[config.mk]
export PLATFORM = sky130hd
export DESIGN_NAME = fp_addsub_seq
export DESIGN_NICKNAME = d
export VERILOG_FILES = /design/src/rtl/fp_addsub_seq.sv
export SDC_FILE = /design/constraint.sdc
export NUM_CORES = 1
export LEC_CHECK = 0
export BUFFER_PORTS_ARGS = -buffer_cell sky130_fd_sc_hd__buf_2
export CAP_MARGIN = 20
export CORE_MARGIN = 2
export CORE_UTILIZATION = 42
export DETAILED_ROUTE_END_ITERATION = 12
export SETUP_SLACK_MARGIN = 0.3
export SYNTH_ARGS = -nofsm -noshare
export SYNTH_HDL_FRONTEND = slang
export SYNTH_SLANG_ARGS = --single-unit
[constraint.sdc]
create_clock -name clk -period 8.9 [get_ports clk]
set_input_delay 0.445 -clock clk [delete_from_list [all_inputs] [get_ports clk]]
set_output_delay 0.445 -clock clk [all_outputs]
set_load 0.005 [all_outputs]
[src/rtl/fp_addsub_seq.sv]
// Multi-cycle floating-point adder/subtractor with valid/ready handshakes.
// Denormals are flushed to zero. Rounding is to nearest, ties to even, using guard/round/sticky.
//
// state   | meaning
// IDLE    | waiting for operands; in_ready=1
// UNPACK  | classify operands, resolve special values
// ALIGN   | swap so X has the larger magnitude, shift Y right into G/R/S
// ADD     | add or subtract the aligned mantissas
// NORM    | renormalise after carry or cancellation, detect underflow
// ROUND   | nearest-even rounding, overflow detection
// DONE    | result presented until out_ready
module fp_addsub_seq #(
   parameter int EXP_W = 8,
   parameter int MAN_W = 23
) (
   input  logic                 clk,
   input  logic                 rst,
   input  logic                 in_valid,
   output logic                 in_ready,
   input  logic [EXP_W+MAN_W:0] op_a,
   input  logic [EXP_W+MAN_W:0] op_b,
   input  logic                 sub,
   output logic                 out_valid,
   input  logic                 out_ready,
   output logic [EXP_W+MAN_W:0] result,
   output logic                 overflow,
   output logic                 underflow,
   output logic                 invalid
);

   localparam int W    = 1 + EXP_W + MAN_W;
   localparam int MW4  = MAN_W + 4;
   localparam int SH_W = $clog2(MW4 + 1);
   localparam int EW1  = EXP_W + 1;
   localparam logic [EXP_W-1:0] ONES  = '1;
   localparam logic [EW1-1:0]   E_ONE = 1;
   localparam logic [W-1:0]     QNAN  = {1'b0, ONES, 1'b1, {(MAN_W-1){1'b0}}};

   typedef enum logic [2:0] {
      S_IDLE, S_UNPACK, S_ALIGN, S_ADD, S_NORM, S_ROUND, S_DONE
   } state_t;

   state_t            state;
   logic [W-1:0]      a_q, b_q;
   logic              sign_r, eff_sub, uf_r;
   logic [EW1-1:0]    exp_r;
   logic [MW4-1:0]    x_m, y_m, norm_m;
   logic [MW4:0]      sum_r;

   function automatic logic [SH_W-1:0] lzc(input logic [MW4-1:0] v);
      lzc = SH_W'(MW4);
      for (int i = 0; i < MW4; i++)
         if (v[i]) lzc = SH_W'(MW4 - 1 - i);
   endfunction

   // Operand classification (b_q already carries the effective sign)
   logic             sa, sb;
   logic [EXP_W-1:0] ea, eb;
   logic [MAN_W-1:0] fa, fb;
   logic             a_zero, b_zero, a_inf, b_inf, a_nan, b_nan;

   assign sa     = a_q[W-1];
   assign sb     = b_q[W-1];
   assign ea     = a_q[W-2:MAN_W];
   assign eb     = b_q[W-2:MAN_W];
   assign fa     = a_q[MAN_W-1:0];
   assign fb     = b_q[MAN_W-1:0];
   assign a_zero = (ea == '0);
   assign b_zero = (eb == '0);
   assign a_inf  = (ea == ONES) && (fa == '0);
   assign b_inf  = (eb == ONES) && (fb == '0);
   assign a_nan  = (ea == ONES) && (fa != '0);
   assign b_nan  = (eb == ONES) && (fb != '0);

   logic         special, special_inv;
   logic [W-1:0] special_res;

   always_comb begin
      special     = 1'b1;
      special_inv = 1'b0;
      special_res = QNAN;
      if (a_nan || b_nan)
         special_res = QNAN;
      else if (a_inf && b_inf) begin
         if (sa != sb) special_inv = 1'b1;
         else          special_res = {sa, ONES, {MAN_W{1'b0}}};
      end
      else if (a_inf)
         special_res = {sa, ONES, {MAN_W{1'b0}}};
      else if (b_inf)
         special_res = {sb, ONES, {MAN_W{1'b0}}};
      else if (a_zero && b_zero)
         special_res = {sa & sb, {(W-1){1'b0}}};
      else
         special = 1'b0;
   end

   // Alignment: flushed operands compare by {exp, frac}
   logic [W-2:0]      mag_a, mag_b, x_mag, y_mag;
   logic              a_big, x_sign, y_sign, x_hid, y_hid;
   logic [EXP_W-1:0]  x_exp, y_exp, dexp;
   int                shamt;
   logic [2*MW4-1:0]  y_wide;
   logic [MW4-1:0]    y_al;

   assign mag_a  = a_zero ? '0 : a_q[W-2:0];
   assign mag_b  = b_zero ? '0 : b_q[W-2:0];
   assign a_big  = (mag_a >= mag_b);
   assign x_mag  = a_big ? mag_a : mag_b;
   assign y_mag  = a_big ? mag_b : mag_a;
   assign x_sign = a_big ? sa : sb;
   assign y_sign = a_big ? sb : sa;
   assign x_exp  = x_mag[W-2:MAN_W];
   assign y_exp  = y_mag[W-2:MAN_W];
   assign x_hid  = |x_exp;
   assign y_hid  = |y_exp;
   assign dexp   = x_exp - y_exp;
   assign shamt  = (int'(dexp) > MW4) ? MW4 : int'(dexp);
   assign y_wide = {y_hid, y_mag[MAN_W-1:0], 3'b000, {MW4{1'b0}}} >> shamt;
   assign y_al   = {y_wide[2*MW4-1:MW4+1], y_wide[MW4] | (|y_wide[MW4-1:0])};

   logic [MW4:0] sum_c;
   assign sum_c = eff_sub ? ({1'b0, x_m} - {1'b0, y_m}) : ({1'b0, x_m} + {1'b0, y_m});

   logic [SH_W-1:0] lz;
   logic [MW4-1:0]  norm_l, norm_c;
   logic            uf_c;

   assign lz     = lzc(sum_r[MW4-1:0]);
   assign norm_l = sum_r[MW4-1:0] << lz;
   assign norm_c = {sum_r[MW4:2], sum_r[1] | sum_r[0]};
   assign uf_c   = int'(exp_r) <= int'(lz);

   logic [MAN_W:0]   mant;
   logic             inc, rcarry, ovf;
   logic [MAN_W+1:0] mant_rnd;
   logic [EW1-1:0]   exp_rnd;
   logic [MAN_W-1:0] frac_rnd;

   assign mant     = norm_m[MW4-1:3];
   assign inc      = norm_m[2] & (norm_m[1] | norm_m[0] | mant[0]);
   assign mant_rnd = {1'b0, mant} + {{(MAN_W+1){1'b0}}, inc};
   assign rcarry   = mant_rnd[MAN_W+1];
   assign exp_rnd  = exp_r + {{EXP_W{1'b0}}, rcarry};
   assign frac_rnd = rcarry ? mant_rnd[MAN_W:1] : mant_rnd[MAN_W-1:0];
   assign ovf      = exp_rnd >= {1'b0, ONES};

   always_ff @(posedge clk) begin
      if (rst) begin
         state     <= S_IDLE;
         in_ready  <= 1'b1;
         out_valid <= 1'b0;
         result    <= '0;
         overflow  <= 1'b0;
         underflow <= 1'b0;
         invalid   <= 1'b0;
         a_q       <= '0;
         b_q       <= '0;
         sign_r    <= 1'b0;
         eff_sub   <= 1'b0;
         uf_r      <= 1'b0;
         exp_r     <= '0;
         x_m       <= '0;
         y_m       <= '0;
         norm_m    <= '0;
         sum_r     <= '0;
      end else begin
         case (state)
            S_IDLE: if (in_valid) begin
               a_q       <= op_a;
               b_q       <= {op_b[W-1] ^ sub, op_b[W-2:0]};
               overflow  <= 1'b0;
               underflow <= 1'b0;
               invalid   <= 1'b0;
               in_ready  <= 1'b0;
               state     <= S_UNPACK;
            end
            S_UNPACK: if (special) begin
               result  <= special_res;
               invalid <= special_inv;
               state   <= S_DONE;
            end else begin
               state <= S_ALIGN;
            end
            S_ALIGN: begin
               x_m     <= {x_hid, x_mag[MAN_W-1:0], 3'b000};
               y_m     <= y_al;
               exp_r   <= {1'b0, x_exp};
               sign_r  <= x_sign;
               eff_sub <= x_sign ^ y_sign;
               state   <= S_ADD;
            end
            S_ADD: if (sum_c == '0) begin
               result <= '0;
               state  <= S_DONE;
            end else begin
               sum_r <= sum_c;
               state <= S_NORM;
            end
            S_NORM: begin
               if (sum_r[MW4]) begin
                  norm_m <= norm_c;
                  exp_r  <= exp_r + E_ONE;
                  uf_r   <= 1'b0;
               end else if (uf_c) begin
                  uf_r <= 1'b1;
               end else begin
                  norm_m <= norm_l;
                  exp_r  <= exp_r - EW1'(lz);
                  uf_r   <= 1'b0;
               end
               state <= S_ROUND;
            end
            S_ROUND: begin
               if (uf_r) begin
                  result    <= {sign_r, {(W-1){1'b0}}};
                  underflow <= 1'b1;
               end else if (ovf) begin
                  result   <= {sign_r, ONES, {MAN_W{1'b0}}};
                  overflow <= 1'b1;
               end else begin
                  result <= {sign_r, exp_rnd[EXP_W-1:0], frac_rnd};
               end
               state <= S_DONE;
            end
            S_DONE: if (out_valid && out_ready) begin
               out_valid <= 1'b0;
               in_ready  <= 1'b1;
               state     <= S_IDLE;
            end else begin
               out_valid <= 1'b1;
            end
            default: state <= S_IDLE;
         endcase
      end
   end

endmodule

==> tab_implementation.tex <==
\begin{tabular}{lr}
\hline
Metric & Value \\
\hline
\multicolumn{2}{l}{\textbf{Clocking}} \\
\quad CTS Buffer Depth & 3 \\
\quad CTS clk-pin slew, worst paths & 0.06 ns \\
\quad Clock Sinks & 222 \\
\quad Clock buffer count from CTS & 27 \\
\quad Number of gates resized after CTS & 0 \\
\quad CTS Root Buffer Type & clkbuf\_16 \\
\quad Clock tree from TritonCTS & built \\
\quad Clock network latency to the later pin of the worst-skew pair & 0.58 ns \\
\quad CTS HTree Levels & 1 \\
\multicolumn{2}{l}{\textbf{Global route}} \\
\quad Wire length of the first global-routing pass & 90200 um \\
\quad Tot GR Track Use & 0.266 \\
\quad Largest net degree at the start of global routing & 87 \\
\quad Antenna violations before repair & 1 \\
\quad Via count of the first global-routing pass & 16.3k \\
\quad Leftover overflow at the end of global routing & 0 \\
\multicolumn{2}{l}{\textbf{Cells and area}} \\
\quad Filler cell count in the final layout & 4092 \\
\quad Cell area after layout & 18700 um2 \\
\quad Non-filler instance count after layout & 2885 \\
\quad Share of cells above drive strength 1 & 0.106 \\
\quad Area delta synth->final & 9.88\% \\
\quad Fin nets & 2501 \\
\quad Antenna Diode Count & 0 \\
\multicolumn{2}{l}{\textbf{Critical path}} \\
\quad Largest delay contributor family on the critical path & simple AND/OR/NAND/NOR gates \\
\quad Crit Path Category & reg -> reg \\
\quad Setup crit start kind & register \\
\quad Critical-path cell list & nor4\_1, nand2\_1, and2\_1, ha\_1, nand4\_1, nor4\_1, a22oi\_1, nand4\_2, or2\_2, a21oi\_1, ha\_1, a221oi\_1, o211ai\_2, a31oi\_2, or4\_1, nor2\_1, a22oi\_1, nand2\_1, mux2\_2, or4\_1, nor4\_1, o21ai\_1 \\
\quad CP Max Fanout & 32 \\
\quad Crit path buffers/inverters & 0 \\
\quad Most Frequent Cell on Critical Path & nor4\_1 \\
\quad Endpoint kind of the worst setup timing path & register \\
\quad Data arrival, critical path & 8.49 ns \\
\quad Slowest cell delay on critical path & 0.88 ns \\
\quad Worst Path Required & 9.34 ns \\
\quad CP max-delay cell & a31oi\_2 \\
\multicolumn{2}{l}{\textbf{Floorplanning}} \\
\quad Area of the die & 42100 um2 \\
\quad Total number of placement rows & 73 \\
\quad Initial core utilization & 0.427 \\
\quad Chip Height & 205 um \\
\quad Core outline area & 39800 um2 \\
\quad Width of the die & 205 um \\
\quad I/O pin total & 106 \\
\multicolumn{2}{l}{\textbf{STA}} \\
\quad Hold violation count in the final report & 0 \\
\quad Unrepaired setup endpoints after global routing & false \\
\quad Post-route clock period utilization & 0.905 \\
\quad Post-Route Hold Slack & 0.102 ns \\
\quad Setup WS post-layout & 0.845 ns \\
\quad Worst slew margin relative to its limit & 0.273 \\
\quad Total negative setup slack & 0 ns \\
\quad Max Clk Rate & 0.124 GHz \\
\quad Final number of max-transition violations & 0 \\
\quad Setup-violating endpoint count in the final report & 0 \\
\quad Worst setup skew after layout & 0.0355 ns \\
\quad Actual transition at the worst max-transition pin & 1.09 ns \\
\quad Final critical delay including setup and external delays & 8.05 ns \\
\multicolumn{2}{l}{\textbf{Synthesis}} \\
\quad Post-Synthesis Net Count & 2497 \\
\quad Mean instance size in the synthesized netlist & 7.29 um2 \\
\quad Count of unique library cells instantiated by Yosys & 101 \\
\quad Cell type with the highest aggregate area in the netlist & dfxtp\_1 \\
\quad Flip-flop and latch count after synthesis & 222 \\
\quad Post-synth top area share & 0.261 \\
\quad Seq/Total Area, Yosys & 0.261 \\
\quad Syn. warnings & 0 \\
\quad Post-synthesis instance total & 2335 \\
\quad Most used flip-flop cell after synthesis & dfxtp\_1 \\
\quad Area of the mapped netlist & 17000 um2 \\
\quad Most frequently used cell type in the post-synthesis netlist & nand2\_1 \\
\quad Share of synthesized flip-flops with an asynchronous set or reset & 0 \\
\quad Most frequent cells after synthesis & nand2\_1 (306), nor2\_1 (279), a21oi\_1 (233), dfxtp\_1 (222), clkbuf\_1 (129) \\
\quad Cell types with the largest area share after synthesis & dfxtp\_1 (26\%), a21oi\_1 (6.9\%), nand2\_1 (6.8\%), ha\_1 (6.7\%), nor2\_1 (6.2\%) \\
\quad Count of flip-flops with a built-in enable after synthesis & 0 \\
\multicolumn{2}{l}{\textbf{Power}} \\
\quad VDD IR max & 0.000144 V \\
\quad Leakage power & 7.25 nW \\
\quad Power per cell area & 217 nW/um2 \\
\multicolumn{2}{l}{\textbf{Routing}} \\
\quad DRC & 0 \\
\quad Iter 0 DRT Violations & 1591 \\
\quad Routed Wire Length & 56500 um \\
\quad Routed length per placed instance & 19.6 um \\
\quad DRT antenna net count & 0 \\
\quad DRT Pass-1 Iters & 6 \\
\quad Avg Vias per Cell & 5.99 \\
\quad Total via count after detailed routing & 17.3k \\
\multicolumn{2}{l}{\textbf{Place}} \\
\quad Post-detail-place hpwl & 42900 um \\
\quad Placement-stage cell area & 17700 um2 \\
\quad Port-buffer cells & 105 \\
\quad Worst setup timing slack at the placement stage & 1.05 ns \\
\quad Total instance count after detailed placement & 2832 \\
\quad Placer's final routability congestion estimate & 0.925 \\
\multicolumn{2}{l}{\textbf{Job}} \\
\quad Max-capacitance violation count & 0 \\
\multicolumn{2}{l}{\textbf{Run status}} \\
\quad Run status & finished clean \\
\multicolumn{2}{l}{\textbf{Worst hold path}} \\
\quad Kind of path behind the tightest hold check & in -> reg \\
\hline
\end{tabular}
## layout make-up
type / instances / area, um2 / area share
multi-input combinational: 1850 / 11500 / 0.616
sequential: 222 / 4440 / 0.238
clock buffer: 36 / 739 / 0.0396
timing repair buffer: 132 / 734 / 0.0393
tap: 525 / 657 / 0.0351
inverter: 106 / 398 / 0.0213
clock inverter: 14 / 199 / 0.0106
## cells in the final DEF, fill, tap and decap left out, types with 18 or more instances in the layout
cell type,netlist,final
buf_4,1,27
inv_1,102,102
xnor2_1,34,34
a211oi_1,80,80
mux2i_1,72,72
a31oi_1,22,22
a22o_1,18,18
nor4_1,31,31
nand2_1,306,306
buf_2,6,104
mux2_2,27,27
a22oi_1,33,33
ha_1,91,91
nor3_1,64,62
and2_1,35,35
clkbuf_16,0,27
xor2_1,20,20
a221oi_1,31,31
a21oi_1,233,233
nand4_1,27,27
nor2_1,279,276
o21ai_0,117,117
nand3_1,52,52
dfxtp_1,222,222
## kinds of logic (layout without fill, tap and decap cells)
family	count (synthesis)	after routing	share of synthesized area
AO/OA/AOI/OAI	704	704	0.271
XOR/XNOR	55	55	0.0288
adder cells (fa/ha/maj)	93	93	0.0693
buffers and inverters	263	288	0.0629
flip-flops	222	222	0.261
multiplexers	104	104	0.0657
AND/OR/NAND/NOR	894	894	0.241
## metrics by stage
step / util / total power, mW
2_1_floorplan: - / 2.44
3_3_place_gp: 0.445 / 2.86
3_5_place_dp: 0.445 / 2.87
4_1_cts: 0.469 / 4.03
5_1_grt: 0.469 / 4.28
6_report: 0.469 / 4.05
## layer usage
layer	share of wire	GRT usage	up-vias	routed length, um
met4	0.032	0.0825	0	1820
met5	0	0	-	0
met2	0.45	0.434	579	25400
met3	0.058	0.0358	97	3290
li1	-	-	8457	-
met1	0.46	0.363	8135	26000
## worst register-to-register path, cell delays in order (launching register included)
cell	delay, ns
dfxtp_1	0.41
nor4_1	0.37
nand2_1	0.41
and2_1	0.34
ha_1	0.36
nand4_1	0.15
nor4_1	0.57
a22oi_1	0.19
nand4_2	0.20
or2_2	0.57
a21oi_1	0.16
ha_1	0.28
a221oi_1	0.37
o211ai_2	0.15
a31oi_2	0.88
or4_1	0.53
nor2_1	0.34
a22oi_1	0.29
nand2_1	0.13
mux2_2	0.30
or4_1	0.47
nor4_1	0.31
o21ai_1	0.12
## flip-flops by register name, indices dropped and copies added (netlist names), 3 cells and up
signal,flops
result,32
norm_m,27
sum_r,28
b_q,32
state,3
y_m,27
x_m,24
exp_r,9
a_q,32
## worst paths after layout
kind | startpoint | endpoint | slack [ns] | cells past startpoint
min | op_b[26] | b_q[26] | 0.10 | 3
max reg2reg | a_q[28] | y_m[0] | 0.85 | 22
max | a_q[28] | y_m[0] | 0.85 | 22
min reg2reg | result[24] | result[24] | 0.46 | 2
## power breakdown
| part | switching [mW] | internal, mW | total (mW) | leakage [nW] |
|---|---|---|---|---|
| Combinational | 1.17 | 0.590 | 1.76 | 4.98 |
| Clock | 0.454 | 0.704 | 1.16 | 0.460 |
| Sequential | 0.0773 | 1.05 | 1.13 | 1.80 |
| Total | 1.70 | 2.35 | 4.05 | 7.25 |
## what timing repair did
action	4_1_cts	5_1_grt
hold buffers	0	0
endpoints found under the hold margin	0	0
setup buffers	0	3
setup endpoints to repair	0	1
Note: power is estimated with default switching activity, not from simulation.
